$ cat src/rtl/idli_ex_fetch_m.sv
// -----------------------------------------------------------------------------
// idli_ex_fetch_m
//
// Instruction fetch unit. Requests one 16-bit word at a time from memory,
// assembles the word from four returned nibbles (least-significant first),
// and buffers up to two {encoding, pc} pairs for the execute stage. The head
// entry is consumed on the last slice of a word (i_ex_ctr == 3) unless the
// consumer stalls. A redirect flushes the buffer, reloads the fetch PC and,
// if a word is still in flight, drains and discards its remaining nibbles.
//
// Ports
//   i_ex_gck        clock, all state updates on its rising edge
//   i_ex_rst_n      asynchronous active-low reset
//   i_ex_ctr        slice counter, 3 marks the last slice of a word
//   o_mem_req       read request for the word at o_mem_addr
//   o_mem_addr      word address of the request (the fetch PC)
//   i_mem_ack       memory accepts the request this cycle
//   i_mem_data      returned nibble, least-significant nibble first
//   i_mem_data_vld  i_mem_data valid this cycle, gaps allowed
//   i_stall         consumer cannot accept an encoding this word boundary
//   i_redir         redirect fetch and flush buffered encodings
//   i_redir_pc      redirect target word address
//   o_enc           head encoding
//   o_enc_vld       head encoding valid
//   o_pc            word address of o_enc
// -----------------------------------------------------------------------------
module idli_ex_fetch_m (
    input  logic        i_ex_gck,
    input  logic        i_ex_rst_n,
    input  logic [1:0]  i_ex_ctr,
    output logic        o_mem_req,
    output logic [15:0] o_mem_addr,
    input  logic        i_mem_ack,
    input  logic [3:0]  i_mem_data,
    input  logic        i_mem_data_vld,
    input  logic        i_stall,
    input  logic        i_redir,
    input  logic [15:0] i_redir_pc,
    output logic [15:0] o_enc,
    output logic        o_enc_vld,
    output logic [15:0] o_pc
);

    typedef enum logic [1:0] {
        IDLE  = 2'd0,
        REQ   = 2'd1,
        RECV  = 2'd2,
        DRAIN = 2'd3
    } state_t;

    state_t      state;
    state_t      state_nxt;

    logic [15:0] pc;          // fetch PC
    logic [15:0] req_pc;      // PC of the word currently being received
    logic [1:0]  nib_cnt;     // nibbles received for the in-flight word
    logic [11:0] word_lo;     // first three nibbles of the in-flight word

    // Two-entry FIFO of {encoding, pc}
    logic [15:0] enc_mem [2];
    logic [15:0] pc_mem  [2];
    logic        rd_ptr;
    logic        wr_ptr;
    logic [1:0]  fifo_cnt;

    logic        accept;        // request accepted this cycle
    logic        last_nib;      // fourth nibble of the in-flight word arrives
    logic        push;
    logic        pop;
    logic [1:0]  occ_after_pop;

    assign accept   = (state == REQ) && i_mem_ack;
    assign last_nib = i_mem_data_vld && (nib_cnt == 2'd3);

    // A redirect flushes the FIFO, so neither push nor pop applies that cycle.
    assign push = (state == RECV) && last_nib && !i_redir;
    assign pop  = (i_ex_ctr == 2'd3) && (fifo_cnt != 2'd0) && !i_stall && !i_redir;

    assign occ_after_pop = fifo_cnt - {1'b0, pop};

    // ---------------------------------------------------------------------
    // FSM: state register
    // ---------------------------------------------------------------------
    // NOTE: sequential state uses non-blocking assignments so every flop
    // samples pre-edge values regardless of process evaluation order.
    always_ff @(posedge i_ex_gck or negedge i_ex_rst_n) begin
        if (!i_ex_rst_n) state <= IDLE;
        else             state <= state_nxt;
    end

    // ---------------------------------------------------------------------
    // FSM: next-state logic. Redirect priority falls out of the structure:
    // it only ever blocks IDLE->REQ or turns a receive into a drain.
    // ---------------------------------------------------------------------
    // NOTE: the default assignment at the top keeps this process free of
    // inferred latches on paths where no branch assigns state_nxt.
    always_comb begin
        state_nxt = state;
        case (state)
            IDLE:  if (!i_redir && (occ_after_pop < 2'd2)) state_nxt = REQ;
            REQ:   if (i_mem_ack) state_nxt = i_redir ? DRAIN : RECV;
            // A word completing together with a redirect is simply not pushed.
            RECV:  if (last_nib)     state_nxt = IDLE;
                   else if (i_redir) state_nxt = DRAIN;
            DRAIN: if (last_nib)     state_nxt = IDLE;
            default: state_nxt = IDLE;
        endcase
    end

    // ---------------------------------------------------------------------
    // FSM: outputs
    // ---------------------------------------------------------------------
    always_comb begin
        o_mem_req  = (state == REQ);
        o_mem_addr = pc;
        o_enc_vld  = (fifo_cnt != 2'd0);
        o_enc      = enc_mem[rd_ptr];
        o_pc       = pc_mem[rd_ptr];
    end

    // ---------------------------------------------------------------------
    // Fetch PC, request PC, nibble assembly
    // ---------------------------------------------------------------------
    always_ff @(posedge i_ex_gck or negedge i_ex_rst_n) begin
        if (!i_ex_rst_n) begin
            pc      <= 16'h0000;
            req_pc  <= 16'h0000;
            nib_cnt <= 2'd0;
            word_lo <= 12'h000;
        end else begin
            if (i_redir)     pc <= i_redir_pc;
            else if (accept) pc <= pc + 16'd1;

            if (accept) req_pc <= pc;

            // Counting continues in DRAIN so the discarded word is tracked
            // to its end; the 2-bit counter wraps to 0 on the fourth nibble.
            if (accept)
                nib_cnt <= 2'd0;
            else if (((state == RECV) || (state == DRAIN)) && i_mem_data_vld)
                nib_cnt <= nib_cnt + 2'd1;

            if ((state == RECV) && i_mem_data_vld) begin
                case (nib_cnt)
                    2'd0:    word_lo[3:0]  <= i_mem_data;
                    2'd1:    word_lo[7:4]  <= i_mem_data;
                    2'd2:    word_lo[11:8] <= i_mem_data;
                    default: ;
                endcase
            end
        end
    end

    // ---------------------------------------------------------------------
    // FIFO control
    // ---------------------------------------------------------------------
    always_ff @(posedge i_ex_gck or negedge i_ex_rst_n) begin
        if (!i_ex_rst_n) begin
            fifo_cnt <= 2'd0;
            rd_ptr   <= 1'b0;
            wr_ptr   <= 1'b0;
        end else if (i_redir) begin
            fifo_cnt <= 2'd0;
            rd_ptr   <= 1'b0;
            wr_ptr   <= 1'b0;
        end else begin
            fifo_cnt <= fifo_cnt + {1'b0, push} - {1'b0, pop};
            if (push) wr_ptr <= ~wr_ptr;
            if (pop)  rd_ptr <= ~rd_ptr;
        end
    end

    // NOTE: the FIFO storage has no reset; fifo_cnt alone qualifies it, so
    // resetting the data would only add reset fan-out.
    always_ff @(posedge i_ex_gck) begin
        if (push) begin
            enc_mem[wr_ptr] <= {i_mem_data, word_lo};
            pc_mem[wr_ptr]  <= req_pc;
        end
    end

endmodule

$ cat config.mk
export PLATFORM = sky130hd
export DESIGN_NAME = idli_ex_fetch_m
export DESIGN_NICKNAME = d
export VERILOG_FILES = /design/src/rtl/idli_ex_fetch_m.sv
export SDC_FILE = /design/constraint.sdc
export NUM_CORES = 1
export LEC_CHECK = 0
export CORE_UTILIZATION = 25
export DETAILED_ROUTE_END_ITERATION = 12
export SYNTH_ARGS = -nofsm -noshare
export SYNTH_HDL_FRONTEND = slang
export SYNTH_SLANG_ARGS = --single-unit
$ cat constraint.sdc
create_clock -name i_ex_gck -period 6.45 [get_ports i_ex_gck]
set_input_delay 1.29 -clock i_ex_gck [delete_from_list [all_inputs] [get_ports i_ex_gck]]
set_output_delay 1.29 -clock i_ex_gck [all_outputs]
set_load 0.05 [all_outputs]
# After elaboration in Yosys (flattened, before gate mapping)

Memories as Yosys holds them, arrays and structs flattened.
Index checks and enable logic that the tools add are counted.

Flip-flop bits (word level): 52
Bits in writable memories: 64
Word-level logic and storage cells: 73
Memories kept: 2

$add $sub $neg: 5
Order comparisons: 1
Equal/unequal tests: 11
Muxes and demuxes: 18
Bitwise logic cells: 2
Reduce and logical (&&, ||, !) cells: 24

Memories:

| memory  | depth | width | read ports | clocked after Yosys merged registers in | wr ports | RTL line | RTL |
|---|---|---|---|---|---|---|---|
| enc_mem | 2     | 16    | 1          | 0                                       | 1        | 60       | `logic [15:0] enc_mem [2];` |
| pc_mem  | 2     | 16    | 1          | 0                                       | 1        | 61       | `logic [15:0] pc_mem [2];` |

Operator list:

| cell                    | number |
|---|---|
| $mux W16                | 2 |
| $add A16 B1 Y16 const B | 1 |
| $mux W2                 | 8 |
| $eq A2 B2 Y1 const B    | 5 |
| $logic_and A1 B1 Y1     | 10 |
| $reduce_bool A2 Y1      | 5 |
| $pmux W2 S4             | 1 |
| $mux W1                 | 7 |
| $reduce_and A2 Y1       | 3 |
| $eq A2 B1 Y1 const B    | 2 |
| $logic_not A2 Y1        | 2 |
| $ne A2 B2 Y1 const B    | 2 |
| $reduce_and A4 Y1       | 1 |
| $sub A2 B1 Y2           | 2 |
| $ne A3 B3 Y1 const B    | 1 |
| $add A2 B1 Y2           | 1 |
| $add A2 B1 Y2 const B   | 1 |
| $logic_not A1 Y1        | 2 |
| $lt A2 B2 Y1 const B    | 1 |
| $ne A2 B1 Y1 const B    | 1 |
| $not A1 Y1              | 2 |
| $logic_or A1 B1 Y1      | 1 |

# Depth between registers and ports, before layout

Gate-level depths: netlist of run 1.

Word-level depth: 9
Mapped depth: 9
Gate-level depth less buffers: 8

# Worst setup path before layout of run 1

No wires, ideal clock.

Kind: input to register
Start point: input port i_redir
End point: memory enc_mem[0][0], enable pin
Setup time: 0.421 ns
Arrival time: 3.085 ns
Setup slack: 2.944 ns
Stages on the path: 4
Buffers on the path: 1
Cell sequence: clkbuf_1 > inv_1 > nand3_1 > nor2_1

Longest elaborated chain between the ends: 4

RTL lines:

| item                          | RTL line | RTL |
|---|---|---|
| start, declared               | 37       | `input logic i_redir,` |
| $logic_not A1 Y1              | 76       | `assign push = (state == RECV) && last_nib && !i_redir;` |
| $logic_and A1 B1 Y1           | 76       |  |
| $mux W1                       | 176      | `if (push) begin` |
| $mux W1 (not written as such) | 177      | `enc_mem[wr_ptr] <= {i_mem_data, word_lo};` |
| end, declared                 | 60       |  |

Every way passes these cells.

# Worst setup path after layout of run 1

Start point: register rd_ptr
End point: output port o_enc[3]

Longest elaborated chain between the ends: 1

RTL lines:

| item                   | RTL line | RTL |
|---|---|---|
| start, declared        | 62       | `logic rd_ptr;` |
| start signal, assigned | 169      | `if (pop) rd_ptr <= ~rd_ptr;` |
| $mem_v2 Z2 W16         | -        |  |
| end, declared          | 39       | `output logic [15:0] o_enc,` |

Every way passes these cells.

==> impl_metrics.env, run 1 <==
export IMPL_dr_pass1_iters=4
export IMPL_cts_tree="built"
export IMPL_hold_path_cell_count=0
export IMPL_cts_reportedPaths_clkPinSlew_ps=50
export IMPL_r2r_end="enc_mem[1][14]"
export IMPL_status="finished, final reports clean"
export IMPL_slew_headroom_pct=34.1
export IMPL_ys_flop_type="edfxtp_1"
export IMPL_grt_pass1_vias=3143
export IMPL_fmax_mhz=275
export IMPL_dr_total_vias=2916
export IMPL_cts_buffers_inserted=17
export IMPL_clock_sinks=116
export IMPL_die_w_microns=141
export IMPL_vdd_ir_drop_max_mv=0.184
export IMPL_hpwl_microns=6910
export IMPL_die_area_sq_mm=0.0198
export IMPL_tightestPinTransition_ps=986
export IMPL_r2r_start="state[1]"
export IMPL_p_leak_nw=2.46
export IMPL_path_class="reg -> out"
export IMPL_synth_edff_count=64
export IMPL_routed_wl_microns=10100
export IMPL_setup_viol=0
export IMPL_antenna_found_initial=0
export IMPL_required_ps=5160
export IMPL_syn_inst=347
export IMPL_nets=467
export IMPL_power_w=0.00226
export IMPL_synthesis_area_sq_mm=0.00481
export IMPL_remaining_drc_errors=0
export IMPL_syn_avg_cell_area_sq_um=13.9
export IMPL_syn_nets=382
export IMPL_grt_pass1_wl_microns=16800
export IMPL_ant_nets=0
export IMPL_hold_class="reg -> reg"
export IMPL_critPathCaptureType="output port"
export IMPL_timing_reg2reg_setup_slack_ps=4140
export IMPL_rows=50
export IMPL_gp_congestion=0.722
export IMPL_postCtsHoldBufs=0
export IMPL_drive_gt1_share_pct=17.3
export IMPL_wl_per_cell_microns=14.9
export IMPL_min_period_ps=3640
export IMPL_finalClockSkew_ps=9.43
export IMPL_reg2reg_depth=3
export IMPL_ys_warn_count=0
export IMPL_post_cts_buffers=0
export IMPL_antenna_cells=0
export IMPL_pin_count=78
export IMPL_setup_tns_ps=0
export IMPL_cts_resized=0
export IMPL_die_h_microns=141
export IMPL_final_util_pct=34.1
export IMPL_area_delta_synth_final_pct=33.2
export IMPL_gr_total_overflow=0
export IMPL_yosysSeqAreaShare_pct=67.0
export IMPL_cts_max_level=4
export IMPL_fillers=1841
export IMPL_cts_buffer_depth=2
export IMPL_initial_core_util_pct=25.6
export IMPL_worst_ep_arrival_time_ps=2350
export IMPL_drt_initial_drc_count=150
export IMPL_worstPathMaxFanout=32
export IMPL_hp_start="word_lo[1]"
export IMPL_cts_root_buf="clkbuf_16"
export IMPL_max_cap_violations=0
export IMPL_min_to="enc_mem[0][1]"
export IMPL_ys_types=40
export IMPL_via_per_inst=4.29
export IMPL_rsz0062_at_grt="false"
export IMPL_insertion_delay_ps=410
export IMPL_synth_seq_cells=116
export IMPL_pwr_density_cell_mw_per_mm2=353
export IMPL_synthArstFlopShare_pct=44.8
export IMPL_start_kind="flip-flop"
export IMPL_core_sq_mm=0.0188
export IMPL_final_period_utilization_pct=56.4
export IMPL_hold_violations=0
export IMPL_numPortBuffers=77
export IMPL_drv_slew=0
export IMPL_grt_max_degree=53
export IMPL_grt_use_total_pct=11.2
==> placed cells by master (no fill, tap or decap), drive strengths merged, types with 4 or more instances in the layout <==
cell,instances
a21oi,4
buf,4
clkbuf,21
clkdlybuf4s50,76
clkinv,7
dfrtp,52
edfxtp,64
ha,7
inv,12
mux2,45
nand2,62
nand3,7
nand4,4
nor2,10
nor2b,4
nor3,5
nor4,6
o21ai,17
xnor2,11
xor2,5
==> critical path, cell delays in order, from the launching register on <==
cell and delay, ps:
dfrtp_1 380, buf_4 410, mux2_2 400, clkdlybuf4s50_1 730
==> power by group <==
group,internal [W],switching (W),leakage [nW]
Clock,0.000572,0.000315,0.274
Sequential,0.000938,0.000103,1.23
Combinational,0.000135,0.000200,0.963
Total,0.00165,0.000618,2.46
==> cell type report <==
| type | instances | area, sq um | share of cell area, % |
|---|---|---|---|
| inverter | 12 | 45.0 | 0.703 |
| sequential | 116 | 3220 | 50.3 |
| clock inverter | 11 | 113 | 1.76 |
| multi-input combinational | 205 | 1500 | 23.3 |
| timing repair buffer | 80 | 788 | 12.3 |
| clock buffer | 21 | 450 | 7.03 |
| tap | 234 | 293 | 4.57 |
==> state kept, by name, summed over array words and instances, names as in the netlist, 2 cells and up <==
name and flops:
word_lo 12, o_mem_addr 16, state 2, nib_cnt 2, fifo_cnt 2, pc_mem 32
enc_mem 32, req_pc 16
==> cell usage after synthesis, types with 5 or more instances <==
master	count	area [sq um]
nand3_1	6	30.0
nand2_1	62	233
inv_1	12	45.0
clkbuf_1	6	22.5
buf_2	7	35.0
o21ai_0	8	40.0
edfxtp_1	64	1920
mux2_1	12	135
dfrtp_1	52	1300
xnor2_1	11	96.3
mux2_2	33	372
xor2_1	5	43.8
o21ai_1	9	45.0
ha_1	7	87.6
nor2_1	10	37.5
==> metal layers <==
metal / wire (microns) / GRT usage (%)
met2: 4860 / 17.8
met4: 183 / 5.15
met5: 0 / 0
met3: 451 / 4.04
met1: 4630 / 13.7
==> cells by family after synthesis <==
family                     Yosys count  share of synthesized area [%]
AOI/OAI and AO/OA                   28                           3.38
and+or+nand+nor                    107                           11.7
adders and majority gates            7                           1.82
xor gates and xnor gates            16                           2.91
muxes                               47                           11.0
DFF                                116                           67.0
buffers and inverters               26                           2.21
==> stage by stage <==
stage / hold WS, ps / cells / area [sq um] / setup WS [ps]
floorplan: 438 / 347 / 4810 / 2940
global placement: 443 / 647 / 5840 / 2920
detailed placement: 455 / 647 / 5840 / 2830
CTS: 465 / 679 / 6410 / 2780
global route: 480 / 679 / 6410 / 2700
finish: 460 / 679 / 6410 / 2810
==> how the worst max path moves through the flow <==
stage / startpoint / slack [ps] / to / cells after the start
CTS: rd_ptr / 2780 / o_pc[10] / 3
finish: rd_ptr / 2810 / o_enc[3] / 3
floorplan: i_redir / 2940 / enc_mem[0][0] / 4
global route: rd_ptr / 2700 / o_pc[15] / 3
detailed placement: i_redir / 2830 / enc_mem[1][12] / 5
global placement: i_redir / 2920 / pc_mem[1][4] / 5
(Power assumes the default switching activity.)
==> run 2: changes to the inputs <==
==> constraint.sdc (replaced) <==
create_clock -name i_ex_gck -period 3.73 [get_ports i_ex_gck]
set_input_delay 0.746 -clock i_ex_gck [delete_from_list [all_inputs] [get_ports i_ex_gck]]
set_output_delay 0.746 -clock i_ex_gck [all_outputs]
set_load 0.05 [all_outputs]
==> run 2 against run 1 <==
Effect of this change:
- global-route usage rose by 0.084 points
- critical path depth did not move
- sequential cell count did not move
- setup slack got worse by 2100 ps
- clock power rose by 81%
- total power rose by 77%
- via count fell by 0.21%
- largest cell class unchanged
- highest routed layer unchanged
==> impl_metrics.env, run 2 (synthesis gave the netlist of run 1 again) <==
export IMPL_die_w_microns=141
export IMPL_mostFrequentLayoutCell="clkdlybuf4s50_1"
export IMPL_status="finished, final reports clean"
export IMPL_grt_pass1_wl_microns=17000
export IMPL_numPortBuffers=77
export IMPL_critPathLaunch="rd_ptr"
export IMPL_drive_gt1_share_pct=18.3
export IMPL_most_common_layout_cells="76 x clkdlybuf4s50_1, 64 x edfxtp_1, 62 x nand2_1"
export IMPL_antenna_found_initial=0
export IMPL_final_period_utilization_pct=81.4
export IMPL_dp_cells=650
export IMPL_setup_viol=0
export IMPL_fin_cells=682
export IMPL_r2r_start="state[1]"
export IMPL_dr_total_vias=2910
export IMPL_cts_max_level=4
export IMPL_post_cts_buffers=0
export IMPL_slew_headroom_pct=55.2
export IMPL_grt_use_total_pct=11.3
export IMPL_start_kind="flip-flop"
export IMPL_hold_violations=0
export IMPL_cts_tree="built"
export IMPL_required_ps=2980
export IMPL_fmax_mhz=329
export IMPL_die_area_sq_mm=0.0198
export IMPL_routed_wl_microns=10400
export IMPL_cts_buffer_depth=2
export IMPL_remaining_drc_errors=0
export IMPL_wl_per_cell_microns=15.3
export IMPL_tightestPinTransition_ps=672
export IMPL_worst_ep_arrival_time_ps=2290
export IMPL_hpwl_microns=7260
export IMPL_top_regs="enc_mem x32, pc_mem x32"
export IMPL_rows=50
export IMPL_die_h_microns=141
export IMPL_clock_sinks=116
export IMPL_cts_resized=0
export IMPL_fillers=1806
export IMPL_cts_reportedPaths_clkPinSlew_ps=50
export IMPL_via_per_inst=4.27
export IMPL_dr_pass1_iters=4
export IMPL_rsz0062_at_grt="false"
export IMPL_max_cap_violations=0
export IMPL_insertion_delay_ps=400
export IMPL_multi_input_area_sq_mm=0.00150
export IMPL_drv_slew=0
export IMPL_finalClockSkew_ps=12.7
export IMPL_grt_pass1_vias=3130
export IMPL_worstPathMaxFanout=32
export IMPL_ff_latch_area_sq_mm=0.00322
export IMPL_path_class="reg -> out"
export IMPL_nets=470
export IMPL_cts_buffers_inserted=17
export IMPL_antenna_cells=0
export IMPL_grt_max_degree=33
export IMPL_pwr_density_cell_mw_per_mm2=617
export IMPL_initial_core_util_pct=25.6
export IMPL_vdd_ir_drop_max_mv=0.295
export IMPL_setup_tns_ps=0
export IMPL_p_leak_nw=2.49
export IMPL_area_delta_synth_final_pct=34.8
export IMPL_ant_nets=0
export IMPL_pin_count=78
export IMPL_drt_initial_drc_count=149
export IMPL_hold_class="in -> async"
export IMPL_postCtsHoldBufs=0
export IMPL_critPathCaptureType="output port"
export IMPL_core_sq_mm=0.0188
export IMPL_gr_total_overflow=0
export IMPL_gp_congestion=0.757
export IMPL_min_period_ps=3040
export IMPL_cts_root_buf="clkbuf_16"
[run 2: layout make-up]
class	count	share of cell area (%)
Clock inverter	13	2.45
Timing Repair Buffer	83	12.9
Multi-Input combinational cell	205	23.1
Tap cell	234	4.52
Clock buffer	19	6.68
Sequential cell	116	49.7
Inverter	12	0.695
[run 2: layer usage]
| metal | wire (microns) | up-vias | global-route usage, % |
|---|---|---|---|
| met2 | 5030 | 55 | 18.1 |
| met5 | 0 | - | 0 |
| li1 | - | 1418 | - |
| met1 | 5060 | 1435 | 15.0 |
| met4 | 68 | 0 | 4.12 |
| met3 | 266 | 2 | 2.58 |
[run 2: path summary, 6_finish.rpt]
kind / end / slack (ps) / cells after the start
worst max-delay path: o_pc[8] / 690 / 3
min in group i_ex_gck: enc_mem[1][5] / 460 / 0
max in group asynchronous: req_pc[15] / 2530 / 2
worst min register to register: enc_mem[1][5] / 460 / 0
worst min-delay path: o_mem_addr[4] / 380 / 1
worst max register to register: fifo_cnt[1] / 1570 / 8
[run 2: through the flow]
step	hold WS [ps]	setup slack [ps]	instance area [sq um]	total power, W	util, %
2_1_floorplan	438	768	4810	0.00218	-
3_3_place_gp	445	892	5890	0.00239	31.4
3_5_place_dp	454	824	5890	0.00242	31.4
4_1_cts	391	650	6480	0.00405	34.5
5_1_grt	414	565	6480	0.00418	34.5
6_report	377	693	6480	0.00400	34.5
[run 2: where the power goes]
group | internal, W | total [W] | switching [W] | leakage [nW]
Sequential | 0.00162 | 0.00181 | 0.000188 | 1.23
Combinational | 0.000238 | 0.000584 | 0.000346 | 0.984
Clock | 0.00105 | 0.00161 | 0.000557 | 0.283
[run 2: worst max-delay path: stages (launching register included)]
cell             delay, ps
dfrtp_1                360
buf_4                  410
mux2_2                 410
clkdlybuf4s50_1        710
